$ cat config.mk
export PLATFORM = sky130hd
export DESIGN_NAME = dmem_arbiter_flat
export DESIGN_NICKNAME = d
export VERILOG_FILES = /design/src/rtl/dmem_arbiter_if.sv /design/src/rtl/dmem_arbiter.sv /design/src/flat_wrapper.sv
export SDC_FILE = /design/constraint.sdc
export NUM_CORES = 1
export LEC_CHECK = 0
export CORE_ASPECT_RATIO = 0.5
export CORE_UTILIZATION = 31
export CTS_CLUSTER_SIZE = 25
export DETAILED_ROUTE_END_ITERATION = 16
export PLACE_DENSITY = 0.78
export REMOVE_ABC_BUFFERS = 1
export SETUP_SLACK_MARGIN = 0.15
export SLEW_MARGIN = 20
export SYNTH_ARGS = -nofsm -noshare
export SYNTH_HDL_FRONTEND = slang
export SYNTH_SLANG_ARGS = --single-unit
$ cat constraint.sdc
create_clock -name clk -period 2 [get_ports clk]
set_input_delay 0.2 -clock clk [delete_from_list [all_inputs] [get_ports clk]]
set_output_delay 0.2 -clock clk [all_outputs]
set_load 0.03 [all_outputs]
$ cat src/rtl/dmem_arbiter_if.sv
// rtl/dmem_arbiter_if.sv - core/loader/memory signal bundle for the data memory arbiter
//
// Purpose: groups the core port, loader port and memory-side signals of
// dmem_arbiter into one bundle.
//   master : environment side (pipeline, loader and memory model)
//   slave  : arbiter side
// Signals:
//   core_*  : pipeline memory-stage request fields, grant, load return and stall
//   ldr_*   : loader request fields, lock, grant and load return
//   mem_*   : single-ported data memory control and data
interface dmem_arbiter_if #(
  parameter int ADDR_WIDTH = 32,
  parameter int DATA_WIDTH = 32
);
  logic                  core_req;
  logic                  core_we;
  logic [2:0]            core_funct3;
  logic [ADDR_WIDTH-1:0] core_addr;
  logic [DATA_WIDTH-1:0] core_wdata;
  logic                  core_gnt;
  logic                  core_rvalid;
  logic [DATA_WIDTH-1:0] core_rdata;
  logic                  stall_m;

  logic                  ldr_req;
  logic                  ldr_we;
  logic [2:0]            ldr_funct3;
  logic [ADDR_WIDTH-1:0] ldr_addr;
  logic [DATA_WIDTH-1:0] ldr_wdata;
  logic                  ldr_lock;
  logic                  ldr_gnt;
  logic                  ldr_rvalid;
  logic [DATA_WIDTH-1:0] ldr_rdata;

  logic                  mem_wr_en;
  logic [2:0]            mem_funct3;
  logic [ADDR_WIDTH-1:0] mem_addr;
  logic [DATA_WIDTH-1:0] mem_wr_data;
  logic [DATA_WIDTH-1:0] mem_rd_data;

  modport master (
    output core_req, core_we, core_funct3, core_addr, core_wdata,
    input  core_gnt, core_rvalid, core_rdata, stall_m,
    output ldr_req, ldr_we, ldr_funct3, ldr_addr, ldr_wdata, ldr_lock,
    input  ldr_gnt, ldr_rvalid, ldr_rdata,
    input  mem_wr_en, mem_funct3, mem_addr, mem_wr_data,
    output mem_rd_data
  );

  modport slave (
    input  core_req, core_we, core_funct3, core_addr, core_wdata,
    output core_gnt, core_rvalid, core_rdata, stall_m,
    input  ldr_req, ldr_we, ldr_funct3, ldr_addr, ldr_wdata, ldr_lock,
    output ldr_gnt, ldr_rvalid, ldr_rdata,
    output mem_wr_en, mem_funct3, mem_addr, mem_wr_data,
    input  mem_rd_data
  );
endinterface

$ cat src/rtl/dmem_arbiter.sv
// rtl/dmem_arbiter.sv - two-port arbiter/sequencer in front of the single-ported data memory
//
// Purpose: shares the data memory between the pipeline memory stage (core)
// and the program/data loader (ldr). One access per cycle, combinational
// grant, registered load data one cycle after the grant, stall toward the
// pipeline whenever the core is denied.
// Ports:
//   clk  : clock, all state updates on the rising edge
//   rst  : synchronous active-high reset
//   bus  : dmem_arbiter_if slave modport (core port, loader port, memory side)
module dmem_arbiter #(
  parameter int ADDR_WIDTH = 32,
  parameter int DATA_WIDTH = 32,
  parameter int MAX_WAIT   = 4
) (
  input logic           clk,
  input logic           rst,
  dmem_arbiter_if.slave bus
);

  typedef enum logic [1:0] {
    CORE_PRI = 2'd0,
    LDR_PRI  = 2'd1,
    LDR_LOCK = 2'd2
  } arb_state_e;

  localparam logic [3:0] MAX_WAIT_C = 4'(MAX_WAIT);

  arb_state_e            state_q, state_d;
  arb_state_e            arb_state;
  logic [3:0]            wait_cnt_q, wait_cnt_d;
  logic                  core_gnt;
  logic                  ldr_gnt;
  logic                  core_rvalid_q;
  logic                  ldr_rvalid_q;
  logic [DATA_WIDTH-1:0] core_rdata_q;
  logic [DATA_WIDTH-1:0] ldr_rdata_q;

  // Priority used for this cycle's grant. Reset and a released lock both
  // arbitrate as CORE_PRI so a waiting core is served without a bubble.
  always_comb begin
    arb_state = state_q;
    if (rst || (state_q == LDR_LOCK && !bus.ldr_lock)) begin
      arb_state = CORE_PRI;
    end
  end

  always_comb begin
    core_gnt = 1'b0;
    ldr_gnt  = 1'b0;
    case (arb_state)
      LDR_PRI: begin
        ldr_gnt  = bus.ldr_req;
        core_gnt = bus.core_req & ~bus.ldr_req;
      end
      LDR_LOCK: begin
        ldr_gnt  = bus.ldr_req;
      end
      default: begin
        core_gnt = bus.core_req;
        ldr_gnt  = bus.ldr_req & ~bus.core_req;
      end
    endcase
  end

  // Starvation counter for the loader; saturates so a long wait cannot wrap
  // back below MAX_WAIT.
  always_comb begin
    wait_cnt_d = wait_cnt_q;
    if (!bus.ldr_req || ldr_gnt) begin
      wait_cnt_d = 4'd0;
    end else if (wait_cnt_q != 4'd15) begin
      wait_cnt_d = wait_cnt_q + 4'd1;
    end
  end

  always_comb begin
    state_d = CORE_PRI;
    if (ldr_gnt && bus.ldr_lock) begin
      state_d = LDR_LOCK;
    end else begin
      case (arb_state)
        // Lock still asserted but no request this cycle: keep ownership.
        LDR_LOCK: state_d = LDR_LOCK;
        // A requesting loader is always granted here, so one cycle is enough.
        LDR_PRI:  state_d = CORE_PRI;
        default:  state_d = (wait_cnt_d >= MAX_WAIT_C) ? LDR_PRI : CORE_PRI;
      endcase
    end
  end

  always_ff @(posedge clk) begin
    if (rst) begin
      state_q       <= CORE_PRI;
      wait_cnt_q    <= 4'd0;
      core_rvalid_q <= 1'b0;
      ldr_rvalid_q  <= 1'b0;
      core_rdata_q  <= '0;
      ldr_rdata_q   <= '0;
    end else begin
      state_q       <= state_d;
      wait_cnt_q    <= wait_cnt_d;
      core_rvalid_q <= core_gnt & ~bus.core_we;
      ldr_rvalid_q  <= ldr_gnt & ~bus.ldr_we;
      if (core_gnt && !bus.core_we) begin
        core_rdata_q <= bus.mem_rd_data;
      end
      if (ldr_gnt && !bus.ldr_we) begin
        ldr_rdata_q <= bus.mem_rd_data;
      end
    end
  end

  // Memory side follows the granted port; everything is zero when idle.
  always_comb begin
    bus.mem_wr_en   = 1'b0;
    bus.mem_funct3  = 3'd0;
    bus.mem_addr    = '0;
    bus.mem_wr_data = '0;
    if (core_gnt) begin
      bus.mem_wr_en   = bus.core_we;
      bus.mem_funct3  = bus.core_funct3;
      bus.mem_addr    = bus.core_addr;
      bus.mem_wr_data = bus.core_wdata;
    end else if (ldr_gnt) begin
      bus.mem_wr_en   = bus.ldr_we;
      bus.mem_funct3  = bus.ldr_funct3;
      bus.mem_addr    = bus.ldr_addr;
      bus.mem_wr_data = bus.ldr_wdata;
    end
  end

  assign bus.core_gnt    = core_gnt;
  assign bus.ldr_gnt     = ldr_gnt;
  assign bus.stall_m     = bus.core_req & ~core_gnt;
  assign bus.core_rvalid = core_rvalid_q;
  assign bus.core_rdata  = core_rdata_q;
  assign bus.ldr_rvalid  = ldr_rvalid_q;
  assign bus.ldr_rdata   = ldr_rdata_q;

endmodule

$ cat src/flat_wrapper.sv
// flat-port wrapper written by rule: the top's interface ports become plain ports
module dmem_arbiter_flat 
#(
  parameter int ADDR_WIDTH = 32,
  parameter int DATA_WIDTH = 32,
  parameter int MAX_WAIT   = 4
)
  (clk, rst, bus_core_req, bus_core_we, bus_core_funct3, bus_core_addr, bus_core_wdata, bus_core_gnt, bus_core_rvalid, bus_core_rdata, bus_stall_m, bus_ldr_req, bus_ldr_we, bus_ldr_funct3, bus_ldr_addr, bus_ldr_wdata, bus_ldr_lock, bus_ldr_gnt, bus_ldr_rvalid, bus_ldr_rdata, bus_mem_wr_en, bus_mem_funct3, bus_mem_addr, bus_mem_wr_data, bus_mem_rd_data);
  dmem_arbiter_if #(.ADDR_WIDTH(ADDR_WIDTH), .DATA_WIDTH(DATA_WIDTH)) bus_i ();
  input logic clk;
  input logic rst;
  input wire logic [$bits(bus_i.core_req)-1:0] bus_core_req;
  input wire logic [$bits(bus_i.core_we)-1:0] bus_core_we;
  input wire logic [$bits(bus_i.core_funct3)-1:0] bus_core_funct3;
  input wire logic [$bits(bus_i.core_addr)-1:0] bus_core_addr;
  input wire logic [$bits(bus_i.core_wdata)-1:0] bus_core_wdata;
  output wire logic [$bits(bus_i.core_gnt)-1:0] bus_core_gnt;
  output wire logic [$bits(bus_i.core_rvalid)-1:0] bus_core_rvalid;
  output wire logic [$bits(bus_i.core_rdata)-1:0] bus_core_rdata;
  output wire logic [$bits(bus_i.stall_m)-1:0] bus_stall_m;
  input wire logic [$bits(bus_i.ldr_req)-1:0] bus_ldr_req;
  input wire logic [$bits(bus_i.ldr_we)-1:0] bus_ldr_we;
  input wire logic [$bits(bus_i.ldr_funct3)-1:0] bus_ldr_funct3;
  input wire logic [$bits(bus_i.ldr_addr)-1:0] bus_ldr_addr;
  input wire logic [$bits(bus_i.ldr_wdata)-1:0] bus_ldr_wdata;
  input wire logic [$bits(bus_i.ldr_lock)-1:0] bus_ldr_lock;
  output wire logic [$bits(bus_i.ldr_gnt)-1:0] bus_ldr_gnt;
  output wire logic [$bits(bus_i.ldr_rvalid)-1:0] bus_ldr_rvalid;
  output wire logic [$bits(bus_i.ldr_rdata)-1:0] bus_ldr_rdata;
  output wire logic [$bits(bus_i.mem_wr_en)-1:0] bus_mem_wr_en;
  output wire logic [$bits(bus_i.mem_funct3)-1:0] bus_mem_funct3;
  output wire logic [$bits(bus_i.mem_addr)-1:0] bus_mem_addr;
  output wire logic [$bits(bus_i.mem_wr_data)-1:0] bus_mem_wr_data;
  input wire logic [$bits(bus_i.mem_rd_data)-1:0] bus_mem_rd_data;
  assign bus_i.core_req = bus_core_req;
  assign bus_i.core_we = bus_core_we;
  assign bus_i.core_funct3 = bus_core_funct3;
  assign bus_i.core_addr = bus_core_addr;
  assign bus_i.core_wdata = bus_core_wdata;
  assign bus_core_gnt = bus_i.core_gnt;
  assign bus_core_rvalid = bus_i.core_rvalid;
  assign bus_core_rdata = bus_i.core_rdata;
  assign bus_stall_m = bus_i.stall_m;
  assign bus_i.ldr_req = bus_ldr_req;
  assign bus_i.ldr_we = bus_ldr_we;
  assign bus_i.ldr_funct3 = bus_ldr_funct3;
  assign bus_i.ldr_addr = bus_ldr_addr;
  assign bus_i.ldr_wdata = bus_ldr_wdata;
  assign bus_i.ldr_lock = bus_ldr_lock;
  assign bus_ldr_gnt = bus_i.ldr_gnt;
  assign bus_ldr_rvalid = bus_i.ldr_rvalid;
  assign bus_ldr_rdata = bus_i.ldr_rdata;
  assign bus_mem_wr_en = bus_i.mem_wr_en;
  assign bus_mem_funct3 = bus_i.mem_funct3;
  assign bus_mem_addr = bus_i.mem_addr;
  assign bus_mem_wr_data = bus_i.mem_wr_data;
  assign bus_i.mem_rd_data = bus_mem_rd_data;
  dmem_arbiter #(.ADDR_WIDTH(ADDR_WIDTH), .DATA_WIDTH(DATA_WIDTH), .MAX_WAIT(MAX_WAIT)) u_core (.clk(clk), .rst(rst), .bus(bus_i));
endmodule
==> results.json <==
{
  "status": "complete, but fails checks",
  "failed_checks": "setup timing",
  "cts.sinks": 72,
  "ctsHtreeMaxLevel": 3,
  "maxSlewHeadroom": 0.363,
  "arrival_ns": 2.17,
  "track_usage": 0.221,
  "fmax_ghz": 0.422,
  "area_growth_pct": 106,
  "via_per_inst": 4.41,
  "critPathMaxFanout": 5,
  "p_leak_nw": 3.90,
  "drc": 0,
  "end_kind": "output pin",
  "multi_input_area_um2": 2330,
  "cp_slowest_cell": "dfxtp_1",
  "cts_tree": "built",
  "ys_types": 27,
  "synthFlopType": "dfxtp_1",
  "cts_buffer_depth": 2,
  "wl_per_cell_um": 16.0,
  "fp.dieH_um": 83.0,
  "fin_util": 0.657,
  "vias": 4476,
  "hold_viol_final": 0,
  "drv_cap": 0,
  "die_area_um2": 13600,
  "synth_seq_area_share": 0.354,
  "grt_pass1_wl_um": 23500,
  "ir_drop_mv": 0.458,
  "gr-total-overflow": 0,
  "cts.clk_slew.worst_paths_ns": 0.06,
  "num_rows": 29,
  "drtPass1Iterations": 4,
  "first_iter_violations": 252,
  "startpoint_type": "register",
  "cts_buffers": 9,
  "period_minus_slack_ns": 2.37,
  "fin_area_um2": 8370,
  "syn_area_um2": 4070,
  "worstPathRequired_ns": 1.80,
  "io_pins": 310,
  "drtAntennaViolNets": 0,
  "insertion_delay_ns": 0.33,
  "final_nets": 1015,
  "place.gp.congestion": 0.853,
  "dp_cells": 977,
  "dp_slack_ns": -0.445,
  "start_util": 0.320,
  "yosysWarnings": 0,
  "hpwl_um": 11600,
  "synth.avg_cell_area_um2": 8.06,
  "crit_chain": "o211ai_1 > ha_1 > o21ai_4 > clkbuf_16 > buf_12 > mux2i_2 > buf_4 > buf_12",
  "critPathKind": "register to output pin",
  "tightest_slew_ns": 0.955,
  "path_common_cell": "buf_12",
  "synth-seq-cells": 72,
  "rsz0062_at_grt": "yes",
  "grt_max_degree": 99,
  "min_path_type": "input port to register",
  "synthArstFlopShare": 0,
  "finalCritPeriodShare": 1.18,
  "core_area_um2": 12700,
  "die_x_um": 164,
  "p_per_area_nw_per_um2": 590,
  "synth_edf_count": 0,
  "finalSetupViolCount": 104,
  "fillers": 1015,
  "skew_ns": 0.00623,
  "final_layout_size_suffix_gt1_frac": 0.190,
  "synthCells": 505,
  "grt_pass1_vias": 4350,
  "post_dp_cell_area_um2": 7410,
  "clockRootBuffer": "clkbuf_16",
  "antenna_found_initial": 0,
  "routed_wl_um": 16200,
  "ff_latch_area_um2": 1440,
  "portBuffers": 309,
  "slew_viol_final": 0,
  "final_cells": 1015,
  "final.setup.worst_slack_ns": -0.370,
  "max_stage_delay_ns": 0.31
}
==> layer usage <==
| metal | wire, um | track usage | up-vias |
|---|---|---|---|
| li1 | - | - | 2261 |
| met3 | 1150 | 0.0579 | 27 |
| met1 | 6860 | 0.264 | 2046 |
| met2 | 7900 | 0.387 | 142 |
| met4 | 306 | 0.0648 | 0 |
| met5 | 0 | 0 | - |
==> metrics by stage <==
stage | power (mW) | TNS, ns | hold slack (ns)
floorplan | 2.25 | -500.41 | 0.272
global placement | 3.05 | -27.79 | 0.443
detailed placement | 3.06 | -31.71 | 0.446
CTS | 4.88 | -23.25 | 0.255
global route | 5.12 | -36.05 | 0.292
finish | 4.93 | -23.79 | 0.255
==> path summary, 6_finish.rpt <==
| kind | from | endpoint | slack (ns) | cells after the start |
|---|---|---|---|---|
| hold reg to reg | u_core.bus.core_rdata[13]$_SDFFE_PP0P_ | u_core.bus.core_rdata[13]$_SDFFE_PP0P_ | 0.46 | 2 |
| setup / recovery | u_core.state_q[0]$_SDFF_PP0_ | bus_mem_addr[31] | -0.37 | 8 |
| setup reg to reg | u_core.state_q[0]$_SDFF_PP0_ | u_core.bus.ldr_rdata[24]$_SDFFE_PP0P_ | -0.18 | 10 |
| hold / removal | bus_ldr_lock | u_core.state_q[1]$_SDFF_PP0_ | 0.26 | 3 |
==> cell families (layout without fill, tap and decap cells) <==
family | after synthesis | count (layout) | synth area share
flops | 72 | 72 | 0.354
fa+ha+maj | 3 | 3 | 0.00922
mux | 132 | 132 | 0.325
xor+xnor | 1 | 1 | 0.00215
compound gates | 9 | 9 | 0.0160
other cells | 0 | 1 | 0
buf+inv | 105 | 444 | 0.117
simple gates | 183 | 183 | 0.177
==> synth_stat cells, drive strengths merged, types with 2 or more instances <==
cell type  instances  area (um2)
and2               2        12.5
clkbuf            15        56.3
nand2            165         619
dfxtp             72        1440
buf               18         150
ha                 3        37.5
a21boi             2        18.8
a21oi              2        10.0
nor2               6        22.5
o21ai              2        13.8
mux2i            132        1320
nor3               2        10.0
nor2b              4        32.5
inv               72         270
nand3              2        10.0
==> worst max-delay path: cells and delay by family (launching register included) <==
kind / cells / cell delay (ns)
flip-flops: 1 / 0.31
buffers and inverters: 4 / 0.59
adder cells (fa/ha/maj): 1 / 0.31
AO/OA/AOI/OAI: 2 / 0.41
multiplexers: 1 / 0.22
==> what timing repair did <==
item | 4_1_cts | 5_1_grt
endpoints found under the setup margin | 90 | 129
pin swaps | 5 | 1
hold buffers | 0 | 0
buffers inserted | 6 | 4
resized for setup | 35 | 35
gates cloned | 5 | 6
==> report_power, final <==
part           switching (mW)  internal [mW]  total, mW
clock network           0.634           1.10       1.74
logic                   0.796          0.875       1.67
registers              0.0295           1.49       1.52
total                    1.46           3.47       4.93
==> flip-flops by register name (all words and copies together), names as in the netlist <==
| name | flops |
|---|---|
| u_core.bus.ldr_rdata | 32 |
| u_core.bus.core_rvalid | 1 |
| u_core.wait_cnt_q | 4 |
| u_core.bus.core_rdata | 32 |
| u_core.bus.ldr_rvalid | 1 |
| u_core.state_q | 2 |
==> final cells by class <==
| class | instances | share of cell area |
|---|---|---|
| inverters | 72 | 0.0323 |
| multi-input cells | 328 | 0.278 |
| repair buffers | 356 | 0.452 |
| clock inverters | 7 | 0.0124 |
| clock buffers | 9 | 0.0269 |
| flip-flops and latches | 72 | 0.172 |
| well taps | 170 | 0.0254 |
| diodes | 1 | 0.000299 |
==> placed cells by master, fill, tap and decap left out <==
master             n
o21bai_1           1
clkbuf_16         15
o211ai_1           1
mux2i_1          116
buf_8              5
inv_1             70
buf_12            18
nor3b_2            1
buf_16             5
nor2_1             6
dfxtp_1           72
nor3_1             2
a211oi_1           1
nand4_1            1
buf_2              1
nor2b_4            2
buf_6             15
bufinv_16          2
ha_1               3
clkinv_4           4
mux2i_2            7
o21ai_4            2
inv_2              2
clkdlybuf4s50_1  235
nand3_1            2
nand2_1          165
mux2i_4            9
xnor2_1            1
inv_6              1
nor2b_1            2
buf_4             69
dlygate4sd2_1      2
and2_1             2
diode_2            1
a21boi_2           2
a21oi_1            2
No activity file was read; power rests on OpenSTA's default activity.
